<file path="config.mk">
export PLATFORM = sky130hd
export DESIGN_NAME = muldiv_sequencer_flat
export DESIGN_NICKNAME = d
export VERILOG_FILES = /design/src/rtl/muldiv_sequencer_if.sv /design/src/rtl/muldiv_sequencer.sv /design/src/flat_wrapper.sv
export SDC_FILE = /design/constraint.sdc
export NUM_CORES = 1
export LEC_CHECK = 0
export CAP_MARGIN = 20
export CORE_UTILIZATION = 35
export DETAILED_ROUTE_END_ITERATION = 8
export GPL_TIMING_DRIVEN = 0
export PLACE_DENSITY = 0.57
export SLEW_MARGIN = 5
export SYNTH_ARGS = -nofsm -noshare
export SYNTH_HDL_FRONTEND = slang
export SYNTH_SLANG_ARGS = --single-unit
</file>
<file path="constraint.sdc">
create_clock -name clk -period 2.9 [get_ports clk]
set_input_delay 0.58 -clock clk [delete_from_list [all_inputs] [get_ports clk]]
set_output_delay 0.58 -clock clk [all_outputs]
set_load 0.02 [all_outputs]
</file>
<file path="src/rtl/muldiv_sequencer_if.sv">
// Handshake and control bundle between the main control unit and the
// multiply/divide sequencer.
interface muldiv_sequencer_if;
    logic       start;
    logic [1:0] op;
    logic       divisor_zero;
    logic       busy;
    logic       init;
    logic       mult_on;
    logic       div_on;
    logic       div_srcA;
    logic       div_srcB;
    logic       hi_write;
    logic       lo_write;
    logic       hi_src;
    logic       lo_src;
    logic       dzero;
    logic       done;

    // Control unit side: issues requests, observes sequencing outputs.
    modport master (
        output start, op, divisor_zero,
        input  busy, init, mult_on, div_on, div_srcA, div_srcB,
               hi_write, lo_write, hi_src, lo_src, dzero, done
    );

    // Sequencer side.
    modport slave (
        input  start, op, divisor_zero,
        output busy, init, mult_on, div_on, div_srcA, div_srcB,
               hi_write, lo_write, hi_src, lo_src, dzero, done
    );
endinterface

</file>
<file path="src/rtl/muldiv_sequencer.sv">
// Moore sequencer for the shared iterative multiply/divide unit: load,
// ITER step cycles, Hi/Lo commit (or divide-by-zero), one-cycle done.
module muldiv_sequencer #(
    parameter int ITER  = 32,
    parameter int CNT_W = 6
) (
    input logic               clk,
    input logic               reset,
    muldiv_sequencer_if.slave bus
);
    typedef enum logic [2:0] {
        S_IDLE  = 3'd0,
        S_LOAD  = 3'd1,
        S_RUN   = 3'd2,
        S_WRITE = 3'd3,
        S_DONE  = 3'd4,
        S_DZ    = 3'd5
    } state_t;

    localparam logic [1:0] OP_DIV  = 2'b01;
    localparam logic [1:0] OP_DIVM = 2'b10;
    localparam logic [CNT_W-1:0] CNT_LAST = CNT_W'(ITER - 1);

    state_t           state_q, state_d;
    logic [1:0]       op_q, op_d;
    logic [CNT_W-1:0] cnt_q, cnt_d;

    logic start_is_div;
    logic op_is_div;
    logic op_is_divm;

    assign start_is_div = (bus.op == OP_DIV) || (bus.op == OP_DIVM);
    // Reserved op 11 falls out as MULT because only 01/10 count as divides.
    assign op_is_div    = (op_q == OP_DIV) || (op_q == OP_DIVM);
    assign op_is_divm   = (op_q == OP_DIVM);

    always_ff @(posedge clk) begin
        if (reset) begin
            state_q <= S_IDLE;
            op_q    <= 2'b00;
            cnt_q   <= '0;
        end else begin
            state_q <= state_d;
            op_q    <= op_d;
            cnt_q   <= cnt_d;
        end
    end

    always_comb begin
        state_d      = state_q;
        op_d         = op_q;
        cnt_d        = cnt_q;
        bus.busy     = 1'b1;
        bus.init     = 1'b0;
        bus.mult_on  = 1'b0;
        bus.div_on   = 1'b0;
        bus.div_srcA = 1'b0;
        bus.div_srcB = 1'b0;
        bus.hi_write = 1'b0;
        bus.lo_write = 1'b0;
        bus.hi_src   = 1'b0;
        bus.lo_src   = 1'b0;
        bus.dzero    = 1'b0;
        bus.done     = 1'b0;

        unique case (state_q)
            S_IDLE: begin
                bus.busy = 1'b0;
                if (bus.start) begin
                    op_d    = bus.op;
                    state_d = (start_is_div && bus.divisor_zero) ? S_DZ : S_LOAD;
                end
            end
            S_LOAD: begin
                bus.init     = 1'b1;
                bus.div_srcA = op_is_divm;
                bus.div_srcB = op_is_divm;
                cnt_d        = '0;
                state_d      = S_RUN;
            end
            S_RUN: begin
                bus.mult_on  = ~op_is_div;
                bus.div_on   = op_is_div;
                bus.div_srcA = op_is_divm;
                bus.div_srcB = op_is_divm;
                if (cnt_q == CNT_LAST) begin
                    state_d = S_WRITE;
                end else begin
                    cnt_d = cnt_q + 1'b1;
                end
            end
            S_WRITE: begin
                bus.hi_write = 1'b1;
                bus.lo_write = 1'b1;
                bus.hi_src   = op_is_div;
                bus.lo_src   = op_is_div;
                bus.div_srcA = op_is_divm;
                bus.div_srcB = op_is_divm;
                state_d      = S_DONE;
            end
            S_DONE: begin
                bus.done = 1'b1;
                state_d  = S_IDLE;
            end
            S_DZ: begin
                bus.dzero = 1'b1;
                bus.done  = 1'b1;
                state_d   = S_IDLE;
            end
            default: begin
                bus.busy = 1'b0;
                state_d  = S_IDLE;
            end
        endcase
    end
endmodule

</file>
<file path="src/flat_wrapper.sv">
// flat-port wrapper written by rule: the top's interface ports become plain ports
module muldiv_sequencer_flat 
#(
    parameter int ITER  = 32,
    parameter int CNT_W = 6
)
  (clk, reset, bus_start, bus_op, bus_divisor_zero, bus_busy, bus_init, bus_mult_on, bus_div_on, bus_div_srcA, bus_div_srcB, bus_hi_write, bus_lo_write, bus_hi_src, bus_lo_src, bus_dzero, bus_done);
  muldiv_sequencer_if bus_i ();
  input logic clk;
  input logic reset;
  input wire logic [$bits(bus_i.start)-1:0] bus_start;
  input wire logic [$bits(bus_i.op)-1:0] bus_op;
  input wire logic [$bits(bus_i.divisor_zero)-1:0] bus_divisor_zero;
  output wire logic [$bits(bus_i.busy)-1:0] bus_busy;
  output wire logic [$bits(bus_i.init)-1:0] bus_init;
  output wire logic [$bits(bus_i.mult_on)-1:0] bus_mult_on;
  output wire logic [$bits(bus_i.div_on)-1:0] bus_div_on;
  output wire logic [$bits(bus_i.div_srcA)-1:0] bus_div_srcA;
  output wire logic [$bits(bus_i.div_srcB)-1:0] bus_div_srcB;
  output wire logic [$bits(bus_i.hi_write)-1:0] bus_hi_write;
  output wire logic [$bits(bus_i.lo_write)-1:0] bus_lo_write;
  output wire logic [$bits(bus_i.hi_src)-1:0] bus_hi_src;
  output wire logic [$bits(bus_i.lo_src)-1:0] bus_lo_src;
  output wire logic [$bits(bus_i.dzero)-1:0] bus_dzero;
  output wire logic [$bits(bus_i.done)-1:0] bus_done;
  assign bus_i.start = bus_start;
  assign bus_i.op = bus_op;
  assign bus_i.divisor_zero = bus_divisor_zero;
  assign bus_busy = bus_i.busy;
  assign bus_init = bus_i.init;
  assign bus_mult_on = bus_i.mult_on;
  assign bus_div_on = bus_i.div_on;
  assign bus_div_srcA = bus_i.div_srcA;
  assign bus_div_srcB = bus_i.div_srcB;
  assign bus_hi_write = bus_i.hi_write;
  assign bus_lo_write = bus_i.lo_write;
  assign bus_hi_src = bus_i.hi_src;
  assign bus_lo_src = bus_i.lo_src;
  assign bus_dzero = bus_i.dzero;
  assign bus_done = bus_i.done;
  muldiv_sequencer #(.ITER(ITER), .CNT_W(CNT_W)) u_core (.clk(clk), .reset(reset), .bus(bus_i));
endmodule
</file>
* After elaboration in Yosys (flattened, before gate mapping)
Index checks and enable logic that the tools add are counted.
Word-level totals: register bits after elaboration 11, bits of input ports 6, output and inout bits 12, word-level logic and storage cells 44
Operators by class: $add $sub $neg 1, equal/unequal tests 13, mux-type cells 15, bitwise operators 1, reductions and logical operators 11
Operator list (count):
- $pmux 3 s4 | 1
- $pmux 6 s2 | 1
- $mux 1 | 9
- $mux 3 | 3
- $add 6x1->6 const B | 1
- $eq 3x2->1 const B | 2
- $eq 3x3->1 const B | 2
- $eq 6x5->1 const B | 1
- $mux 6 | 1
- $reduce_and 2->1 | 3
- $reduce_or 5->1 | 1
- $eq 2x1->1 const B | 2
- $eq 2x2->1 const B | 2
- $ne 2x2->1 const B | 2
- $eq 3x1->1 const B | 1
- $logic_not 3->1 | 1
- $reduce_or 3->1 | 1
- $logic_or 1x1->1 | 2
- $ne 2x1->1 const B | 1
- $reduce_bool 2->1 | 1
- $reduce_or 2->1 | 1
- $logic_and 1x1->1 | 1
- $not 1->1 | 1

* Longest topological paths before layout
Gate-level depths: netlist of run 1.
depth after elaboration 6, depth in mapped cells 5

* Worst setup path before layout of run 1
OpenSTA, ideal clock, no wires.
path type register to output, from register u_core.state_q[0], to output bus_div_srcB, arrival time 1616 ps, slack 704 ps, cell stages (with the launch flop) 6, path buffers 3, cells stage by stage dfxtp_1 clkbuf_1 buf_2 nor2_1 nor3b_1 buf_4
On the way: word-level cells in the longest chain between the ends 3
Ends and longest elaborated chain:
- start: declaration | RTL line muldiv_sequencer.sv:24 | state_t state_q, state_d;
- start signal: assignment | RTL line muldiv_sequencer.sv:43 | state_q <= state_d;
- $eq 3x1->1 or $eq 3x2->1 (tied branches)
- $reduce_or 3->1 (no line) *
- $mux 1 *
- end: declaration | RTL line flat_wrapper.sv:19 | output wire logic [$bits(bus_i.div_srcB)-1:0] bus_div_srcB;
Every way passes the cells marked *; elsewhere a longest branch is shown, timed or not.

* Worst setup path after layout of run 1
from register u_core.state_q[1], to output bus_div_srcB
On the way: word-level cells in the longest chain between the ends 3
Ends and longest elaborated chain:
- $eq 3x1->1 or $eq 3x2->1 (tied branches) | RTL line muldiv_sequencer.sv:66 | unique case (state_q)
- $reduce_or 3->1 (no line) *
- $mux 1 * | RTL line muldiv_sequencer.sv:66
Marks and branches as above.

==> results of run 1 <==
logic make-up after synthesis:
| group | after synthesis |
|---|---|
| simple gates | 43 |
| compound gates | 22 |
| buf+inv | 12 |
| flops | 11 |
| mux | 3 |
| fa+ha+maj | 2 |
| xor+xnor | 1 |
stage by stage:
stage	std cells	util
6_report	141	0.487
4_1_cts	142	0.489
3_5_place_dp	138	0.476
2_1_floorplan	94	-
5_1_grt	141	0.487
3_3_place_gp	138	0.476
final cells by class:
class / count / area [sq um]
Sequential cell: 11 / 220
Fill cell: 199 / 996
Timing Repair Buffer: 17 / 170
Multi-Input combinational cell: 71 / 438
Tap cell: 27 / 33.8
Buffer: 8 / 46.3
Inverter: 3 / 11.3
Clock buffer: 4 / 26.3
critical path: stages (launching register included):
cell,delay (ns)
sky130_fd_sc_hd__dfxtp_1,0.46
sky130_fd_sc_hd__buf_2,0.28
sky130_fd_sc_hd__nor2_1,0.08
sky130_fd_sc_hd__nor3b_1,0.26
sky130_fd_sc_hd__buf_4,0.16
sky130_fd_sc_hd__clkdlybuf4s50_1,0.59
cells in the mapped netlist (all sizes together), types with 2 or more instances:
master / n / area share
nand3: 6 / 0.042
ha: 2 / 0.035
o21ai: 6 / 0.047
buf: 7 / 0.059
dfxtp: 11 / 0.31
nor2: 14 / 0.073
mux2i: 3 / 0.042
nor3: 6 / 0.042
clkbuf: 2 / 0.010
nand2b: 4 / 0.035
and2: 2 / 0.017
nand2: 4 / 0.024
a211oi: 2 / 0.021
and4b: 2 / 0.028
a21oi: 6 / 0.042
nor4: 2 / 0.017
inv: 3 / 0.016
routing by layer:
layer / wire length, um / GRT usage / part of all wire / vias to the layer above
met3: 64 / 0.0577 / 0.038 / 4
met5: 0 / 0 / 0 / -
li1: - / - / - / 378
met2: 744 / 0.244 / 0.44 / 13
met4: 24 / 0.0514 / 0.014 / 0
met1: 862 / 0.248 / 0.51 / 330
registers in the layout, indices dropped and copies added (netlist names):
signal and flops:
u_core.op_q 2, u_core.cnt_q 6, u_core.state_q 3
power by group through the flow:
| stage | combinational (mW) | sequential, mW | clock [mW] |
|---|---|---|---|
| floorplan | 0.117 | 0.174 | 0 |
| global placement | 0.178 | 0.177 | 0 |
| detailed placement | 0.176 | 0.177 | 0 |
| CTS | 0.177 | 0.174 | 0.112 |
| global route | 0.187 | 0.181 | 0.117 |
| finish | 0.171 | 0.178 | 0.109 |
worst max-delay path by stage:
stage,start,endpoint,slack [ns],depth (start not counted)
final,u_core.state_q[1],bus_div_srcB,0.22,5
after global routing,u_core.state_q[1],bus_div_srcB,0.07,5
after CTS,u_core.state_q[0],bus_div_srcB,0.10,6
after detailed placement,u_core.state_q[0],bus_div_srcB,0.42,6
after global placement,u_core.state_q[0],bus_div_srcB,0.43,6
after floorplan,u_core.state_q[0],bus_div_srcB,0.70,5
==> metrics list, run 1 <==
* Sw Ratio: 0.359
- Skew final: approximately 0.007 ns
* Min-Delay Startpoint: u_core.cnt_q[5]
- From synthesis to final layout, the design area changed by 31.5%.
- During placement, the flow inserted port buffers numbering 17.
- Commonest register cell after synthesis: sky130_fd_sc_hd__dfxtp_1
- Via/cell ratio: between 5 and 6
- Min-Delay Endpoint: u_core.cnt_q[5]
* Post-Route WL: between 1.5 and 2 mm
- The completed layout was analyzed and its total power is ~460 uW.
* Most frequent cells in the layout: 17 x sky130_fd_sc_hd__clkdlybuf4s50_1, 14 x sky130_fd_sc_hd__nor2_1, 11 x sky130_fd_sc_hd__dfxtp_1
- The number of cells on the worst reg-to-reg path is 4.
- Of the total synthesized cell area, the portion taken by AND, OR, NAND and NOR gates is 0.318.
* Fraction of synthesis flops using an asynchronous set or reset pin: 0
- Total clock sinks: 11
- Total negative setup slack: 0 ns
- Total number of H-tree levels: 1
* Area of the core: between 1500 and 2000 sq um
* Worst hold stages: 2
* Number of global-route vias before repair: 586
- The number of antenna violations at the first check in global routing came to 0.
* Hold WS: roughly 0.50 ns
- The synthesized-area fraction occupied by ao, oa, aoi and oai cells is 0.202.
- Drt drc: 0
- Remaining Overflow, GRT: 0
- Setup repair after global routing left no endpoint under its margin.
* Leakage: ~0.37 nW
* Violation count after the first detailed-routing iteration: 10
- STA puts the critical path data required time at 2.32 ns.
- Endpoint type of the worst setup path: primary output
- Worst-margin pin slew: between 0.4 and 0.5 ns
- The detailed router placed about 730 vias in this run.
- Internal cell power: about 290 uW
- Buffer count from post-CTS setup fixing: 0
* Net count of the mapped netlist: ~100
- The run finished with clean final reports.
- In this run, synthesis produced a sequential element count of 11.
* Antenna viol nets, final: 0
- Once layout is done, the placed cells without fillers occupy between 900 and 1000 sq um.
- # IOs: 18
- Counting I/O delays and the setup requirement, the final critical path takes around 2.7 ns.
* Initial Utilization: 0.370
- In this run, distinct cell masters in the synthesized netlist total 32.
- For flop-to-flop paths, the worst setup slack is roughly 1.6 ns.
- In this run the power spent charging and discharging nets is 164 uW.
* Reg-to-Reg Start: u_core.cnt_q[2]
- Of the total synthesized cell area, the portion taken by XOR and XNOR cells is 0.0122.
- Final Hold Violating Endpoints: 0
* Maximum root-to-sink buffer count: 2
* Count of synthesis-stage warnings from yosys: 0
- The tool flagged a number of max-cap violations equal to 0.
- Of the available clock period, the critical path in the final layout requires 0.925.
- Across every metal layer, demand over resource in global routing totals 0.173.
* Area after DPL: a little over 900 sq um
- The setup path with the least slack is of type reg2out.
- Worst skew pair latency: between 0.2 and 0.3 ns
- The worst pin sits at a relative slew slack of 0.685.
* Pins over their slew limit: 0
* RR Endpoint: u_core.cnt_q[1]
* Die ar.: between 2000 and 2500 sq um
- STA classifies the critical path startpoint as a flip-flop.
* Routability congestion estimate: 0.774
- By area, the combinational part of the netlist is dominated by simple AND/OR/NAND/NOR gates.
* Worst vdd rail ir drop: 0.274 mV
* Adder and majority gate portion of the synthesized area: 0.0348
* Combinational cell fraction of total power: 0.373
- The floorplan step set the die width to 47.3 um.
- Before antenna repair, the detailed router went through 4 iterations.
- Measured against the total synthesized area, the mux share comes to 0.0417.
* Hold-fix buffers, CTS: 0
* Antenna diode count: 0
* Register area share after synthesis: 0.306
- Clock power frac: 0.237
- Data arrives at the worst endpoint at roughly 2.1 ns.
* Chip Height: approximately 47 um
* Share of final-layout standard cells stronger than drive strength 1: 0.114
* Final worst-path setup slack: 0.217 ns
- Clock tree from TritonCTS: built
- Count of flip-flops with a built-in enable after synthesis: 0
- In this run the core area contains 16 standard-cell rows.
- The library cell used most frequently in the layout, excluding fill and tap cells, is sky130_fd_sc_hd__clkdlybuf4s50_1.
* Wire length of the first global-routing pass: 2.73 mm
- In the synthesized netlist, the number of instances is 94.
* Cell area after technology mapping: around 720 sq um
* Place WS: 0.417 ns
- The number of gates resized after CTS was 0.
* Power density of the placed cells: 484 nW/um^2
- Clock-pin slew was measured on the worst setup and hold paths at around 0.08 ns.
- Synthesized area per cell: around 7.7 sq um
- The net count of the finished layout is 123.
* Number of buffers added by the clock tree synthesis step: 3
* Estimated wirelength of the detail-placed design: approximately 1.3 mm
- Of the total power, registers draw 0.390.
- CTS root buf: sky130_fd_sc_hd__clkbuf_4
- Drt wl/cell: 12.0 um
* Final setup viols: 0
- Based on the critical path, the design can be clocked at up to approximately 370 MHz.
- The worst hold path belongs to the class reg2reg.
- Along the worst path, the maximum fanout reaches 10.
- Entering global routing, the biggest net connects 11 pins.
Power figures use the tool's default switching activity.
==> run 2, diff against run 1 <==
--- a/config.mk
+++ b/config.mk
@@ -5,12 +5,13 @@
 export SDC_FILE = /design/constraint.sdc
 export NUM_CORES = 1
 export LEC_CHECK = 0
+export ABC_AREA = 1
 export CAP_MARGIN = 20
 export CORE_UTILIZATION = 35
 export DETAILED_ROUTE_END_ITERATION = 8
 export GPL_TIMING_DRIVEN = 0
-export PLACE_DENSITY = 0.57
-export SLEW_MARGIN = 5
+export PLACE_DENSITY = 0.58
+export SETUP_SLACK_MARGIN = 0.2
 export SYNTH_ARGS = -nofsm -noshare
 export SYNTH_HDL_FRONTEND = slang
 export SYNTH_SLANG_ARGS = --single-unit
==> metrics list, run 2 <==
* Via/cell ratio: 4.54 (was 5.14)
- The overall power consumption is 518 uW (was 458 uW).
* CTS root buf: sky130_fd_sc_hd__clkbuf_4 (unchanged)
* Routability congestion estimate: 0.772 (was 0.774)
- Largest net degree at the start of global routing: 10 (was 11)
- Hold-fix buffers, CTS: 0 (unchanged)
* Type of the worst setup path: reg2out (unchanged)
- Critical path's top delay family: buffers and inverters (unchanged)
* Unrepaired setup endpoints after global routing: no (unchanged)
* Hold WS: 0.458 ns (was 0.497 ns)
- The worst-skew pair later-pin latency is 0.26 ns (was 0.27 ns).
- The clock slew seen by the registers of the worst setup and hold paths came to 0.06 ns (was 0.08 ns).
- The fraction of layout instances using a drive strength above 1 is 0.122 (was 0.114).
* Yosys top cell area share: 0.339 (was 0.306)
- The number of cells on the worst reg-to-reg path is 8 (was 4).
- Count of flip-flops with a built-in enable after synthesis: 0 (unchanged)
- Final critical path time including I/O delays and setup: 2.50 ns (was 2.68 ns)
* Type of origin of the critical path: flip-flop (unchanged)
* Min-Delay Startpoint: u_core.op_q[0] (was u_core.cnt_q[5])
- The number of diodes was 0 (unchanged).
- The core area was 1730 sq um (was 1940 sq um).
- The multi-input gate area in the final layout came to 354 sq um (was 438 sq um).
- Initial Utilization: 0.376 (was 0.370)
* PortBufs: 17 (unchanged)
* Max-slew headroom: 0.791 (was 0.685)
- The final sum of negative setup slack was 0 ns (unchanged).
- The actual transition at the worst max-transition pin came to 0.314 ns (was 0.472 ns).
- The final setup violation count is 0 (unchanged).
- The number of nets still failing antenna checks after routing is 0 (unchanged).
- Placed cells: 136 (was 138)
* Final Hold Violating Endpoints: 0 (unchanged)
* Net count of the mapped netlist: 102 (unchanged)
- Chip Height: 45.1 um (was 47.3 um)
- The number of levels the H-tree was split into is 1 (unchanged).
- The number of non-filler instances in the completed layout came to 140 (was 141).
- The wire length reported by the detailed router was 1.45 mm (was 1.70 mm).
- Layout Utilization: 0.508 (was 0.487)
- The number of library cell types mapped by synthesis came to 22 (was 32).
- The highest achievable clock rate is 401 MHz (was 373 MHz).
* Synthesized area per cell: 6.91 sq um (was 7.65 sq um)
* Most used standard cells in the synthesized netlist: 21 x sky130_fd_sc_hd__nor2_1, 13 x sky130_fd_sc_hd__inv_1, 11 x sky130_fd_sc_hd__dfxtp_1 (was 14 x sky130_fd_sc_hd__nor2_1, 11 x sky130_fd_sc_hd__dfxtp_1, 6 x sky130_fd_sc_hd__a21oi_1, 6 x sky130_fd_sc_hd__nand3_1, 6 x sky130_fd_sc_hd__nor3_1)
- Leading cell type in the layout, fill and taps excluded: sky130_fd_sc_hd__nor2_1 (was sky130_fd_sc_hd__clkdlybuf4s50_1)
- Most used routing layer: met2 (was met1)
* Global Route met2 Usage: 0.243 (was 0.244)
* Outcome: complete, no violations (unchanged)
* Count of standard-cell rows: 15 (was 16)
- The maximum clock skew at final layout came to 0.00302 ns (was 0.00707 ns).
- The post-synthesis instance area came to 649 sq um (was 719 sq um).
- The fill cell instance count of the final layout came to 192 (was 199).
- The max-cap violation count came to 0 (unchanged).
- The library cell contributing the largest single delay on the critical path is sky130_fd_sc_hd__clkdlybuf4s50_1 (unchanged).
- The global-route total usage across every layer came to 0.168 (was 0.173).
- The total vias in the final route came to 636 (was 725).
- The share of flip-flops with an asynchronous set or reset after synthesis was 0 (unchanged).
- The path length in cells of the critical path is 5 (unchanged).
* Number of flip-flops under the largest register name: 6 (unchanged)
- The maximum buffer depth of the clock tree is 2 (unchanged).
- Cell count after synthesis: 94 (unchanged)
- The violation count after the first detailed-route iteration came to 10 (unchanged).
- The sequential cell area is 220 sq um (unchanged).
* Most repeated cell in the gate-level netlist after synthesis: sky130_fd_sc_hd__nor2_1 (unchanged)
- Buffer count from post-CTS setup fixing: 0 (unchanged)
* Met3 track utilization from global routing: 0.0600 (was 0.0577)
- WP data required: 2.32 ns (about the same)
- The warning count from the yosys run is 0 (unchanged).
- Leading registers by flop count: u_core.cnt_q: 6 flops, u_core.state_q: 3 flops, u_core.op_q: 2 flops (unchanged)
- Final Cycle Share: 0.861 (was 0.925)
- Maximum cell stage delay along the critical path: 0.59 ns (about the same)
- The met1 layer usage reported by global route came to 0.230 (was 0.248).
* Initial antenna violation count: 0 (unchanged)
- Drt drc: 0 (unchanged)
- Area Overhead vs Synth: 35.1% (was 31.5%)
* Wire length of the first global-routing pass: 2.44 mm (was 2.73 mm)
- Power density of the placed cells: 591 nW/um^2 (was 484 nW/um^2)
* # IOs: 18 (unchanged)
* Commonest register cell after synthesis: sky130_fd_sc_hd__dfxtp_1 (unchanged)
- Die width: 45.1 um (was 47.3 um)
- Endpoint type of the worst setup path: primary output (unchanged)
* Drt wl/cell: 10.4 um (was 12.0 um)
* Dominant cell type by area after synthesis: sky130_fd_sc_hd__dfxtp_1 (unchanged)
- Number of global-route vias before repair: 563 (was 586)
- Worst setup startpoint: u_core.op_q[0] (was u_core.state_q[1])
- Estimated wirelength of the detail-placed design: 1.19 mm (was 1.28 mm)
* Clock tree from TritonCTS: built (unchanged)
* Register area share after synthesis: 0.339 (was 0.306)
- Reg with most FFs: u_core.cnt_q (unchanged)
* CP Data Arrival Time: 1.92 ns (was 2.10 ns)
- The global route total overflow is 0 (unchanged).
- Pins over their slew limit: 0 (unchanged)
- The cell depth of the worst min-delay path was 2 (unchanged).
- Biggest area contributors in the synthesized netlist: sky130_fd_sc_hd__dfxtp_1 34%, sky130_fd_sc_hd__nor2_1 12%, sky130_fd_sc_hd__inv_1 7.5% (was sky130_fd_sc_hd__dfxtp_1 31%, sky130_fd_sc_hd__nor2_1 7.3%, sky130_fd_sc_hd__a21oi_1 4.2%)
* Reg-to-Reg Start: u_core.cnt_q[0] (was u_core.cnt_q[2])
* Total of cells resized after clock tree synthesis: 0 (unchanged)
- Worst vdd rail ir drop: 0.371 mV (was 0.274 mV)
- The sum of buffers and inverters on the critical path was 3 (unchanged).
- The register bit count reported by yosys came to 11 (unchanged).
* Maximum fanout count along the critical path: 3 (was 10)
- Cell-by-cell trace of the critical path: inv_1 > ha_1 > nor3_1 > buf_4 > clkdlybuf4s50_1 (was buf_2 > nor2_1 > nor3b_1 > buf_4 > clkdlybuf4s50_1).
- The net count reported at finish came to 124 (was 123).
- TritonRoute pass-1 iters: 4 (unchanged)
* Class of the worst hold path: reg2reg (unchanged)
* Number of buffers added by the clock tree synthesis step: 3 (unchanged)
- Leakage: 0.351 nW (was 0.370 nW)
- The clock sink count is 11 (unchanged).
* Most frequent cells in the layout: 21 x sky130_fd_sc_hd__nor2_1, 17 x sky130_fd_sc_hd__clkdlybuf4s50_1, 13 x sky130_fd_sc_hd__inv_1 (was 17 x sky130_fd_sc_hd__clkdlybuf4s50_1, 14 x sky130_fd_sc_hd__nor2_1, 11 x sky130_fd_sc_hd__dfxtp_1)
- Die ar.: 2030 sq um (was 2240 sq um)
==> run 2: cell types whose count changed in the layout (fill, tap and decap cells not counted), moves of 3 or more <==
| cell | previous run | this run |
|---|---|---|
| sky130_fd_sc_hd__mux2i_1 | 3 | 0 |
| sky130_fd_sc_hd__nor3_1 | 6 | 3 |
| sky130_fd_sc_hd__inv_1 | 3 | 13 |
| sky130_fd_sc_hd__buf_2 | 4 | 0 |
| sky130_fd_sc_hd__nand2_1 | 3 | 9 |
| sky130_fd_sc_hd__nor2_1 | 14 | 21 |
| sky130_fd_sc_hd__nand2b_1 | 4 | 0 |
==> run 2: worst paths after layout <==
check	slack [ns]	end
min	0.46	u_core.op_q[0]
max	0.40	bus_lo_src
max reg2reg	1.48	u_core.cnt_q[5]
min reg2reg	0.46	u_core.op_q[0]
==> run 2: cells by family after synthesis <==
logic type / share of synthesized area
buffers and inverters: 0.116
adder cells (fa/ha/maj): 0.0385
AO/OA/AOI/OAI: 0.173
XOR/XNOR: 0.0135
flip-flops: 0.339
AND/OR/NAND/NOR: 0.320
==> run 2: final cells by class <==
| type | count | area share |
|---|---|---|
| clock buffers | 4 | 0.0300 |
| inverters | 14 | 0.0599 |
| repair buffers | 17 | 0.194 |
| plain buffers | 3 | 0.0257 |
| flip-flops and latches | 11 | 0.251 |
| multi-input cells | 66 | 0.404 |
| well taps | 25 | 0.0357 |
==> run 2: power breakdown <==
part | switching (mW) | internal (mW)
clock network | 0.0477 | 0.0531
registers | 0.0171 | 0.170
logic | 0.139 | 0.0917
total | 0.204 | 0.314
==> run 2: layer usage <==
layer | part of all wire | up-vias
met3 | 0.026 | 0
li1 | - | 344
met1 | 0.53 | 280
met2 | 0.44 | 12
met5 | 0 | -
met4 | 0 | 0
==> run 2: worst register-to-register path, cell delays in order, from the launching register on <==
cell and delay [ns]:
sky130_fd_sc_hd__dfxtp_1 0.37, sky130_fd_sc_hd__ha_1 0.25, sky130_fd_sc_hd__nand3_2 0.13, sky130_fd_sc_hd__nor2_1 0.11, sky130_fd_sc_hd__nor2_1 0.05, sky130_fd_sc_hd__nor2_2 0.20
sky130_fd_sc_hd__nor2_1 0.08, sky130_fd_sc_hd__nor2_1 0.09, sky130_fd_sc_hd__nor2_1 0.04
==> run 2: through the flow <==
| step | instance area (sq um) | setup slack [ns] |
|---|---|---|
| final | 877 | 0.403 |
| after global routing | 877 | 0.254 |
| after CTS | 877 | 0.386 |
| after detailed placement | 851 | 0.681 |
| after global placement | 851 | 0.702 |
| after floorplan | 649 | 0.873 |
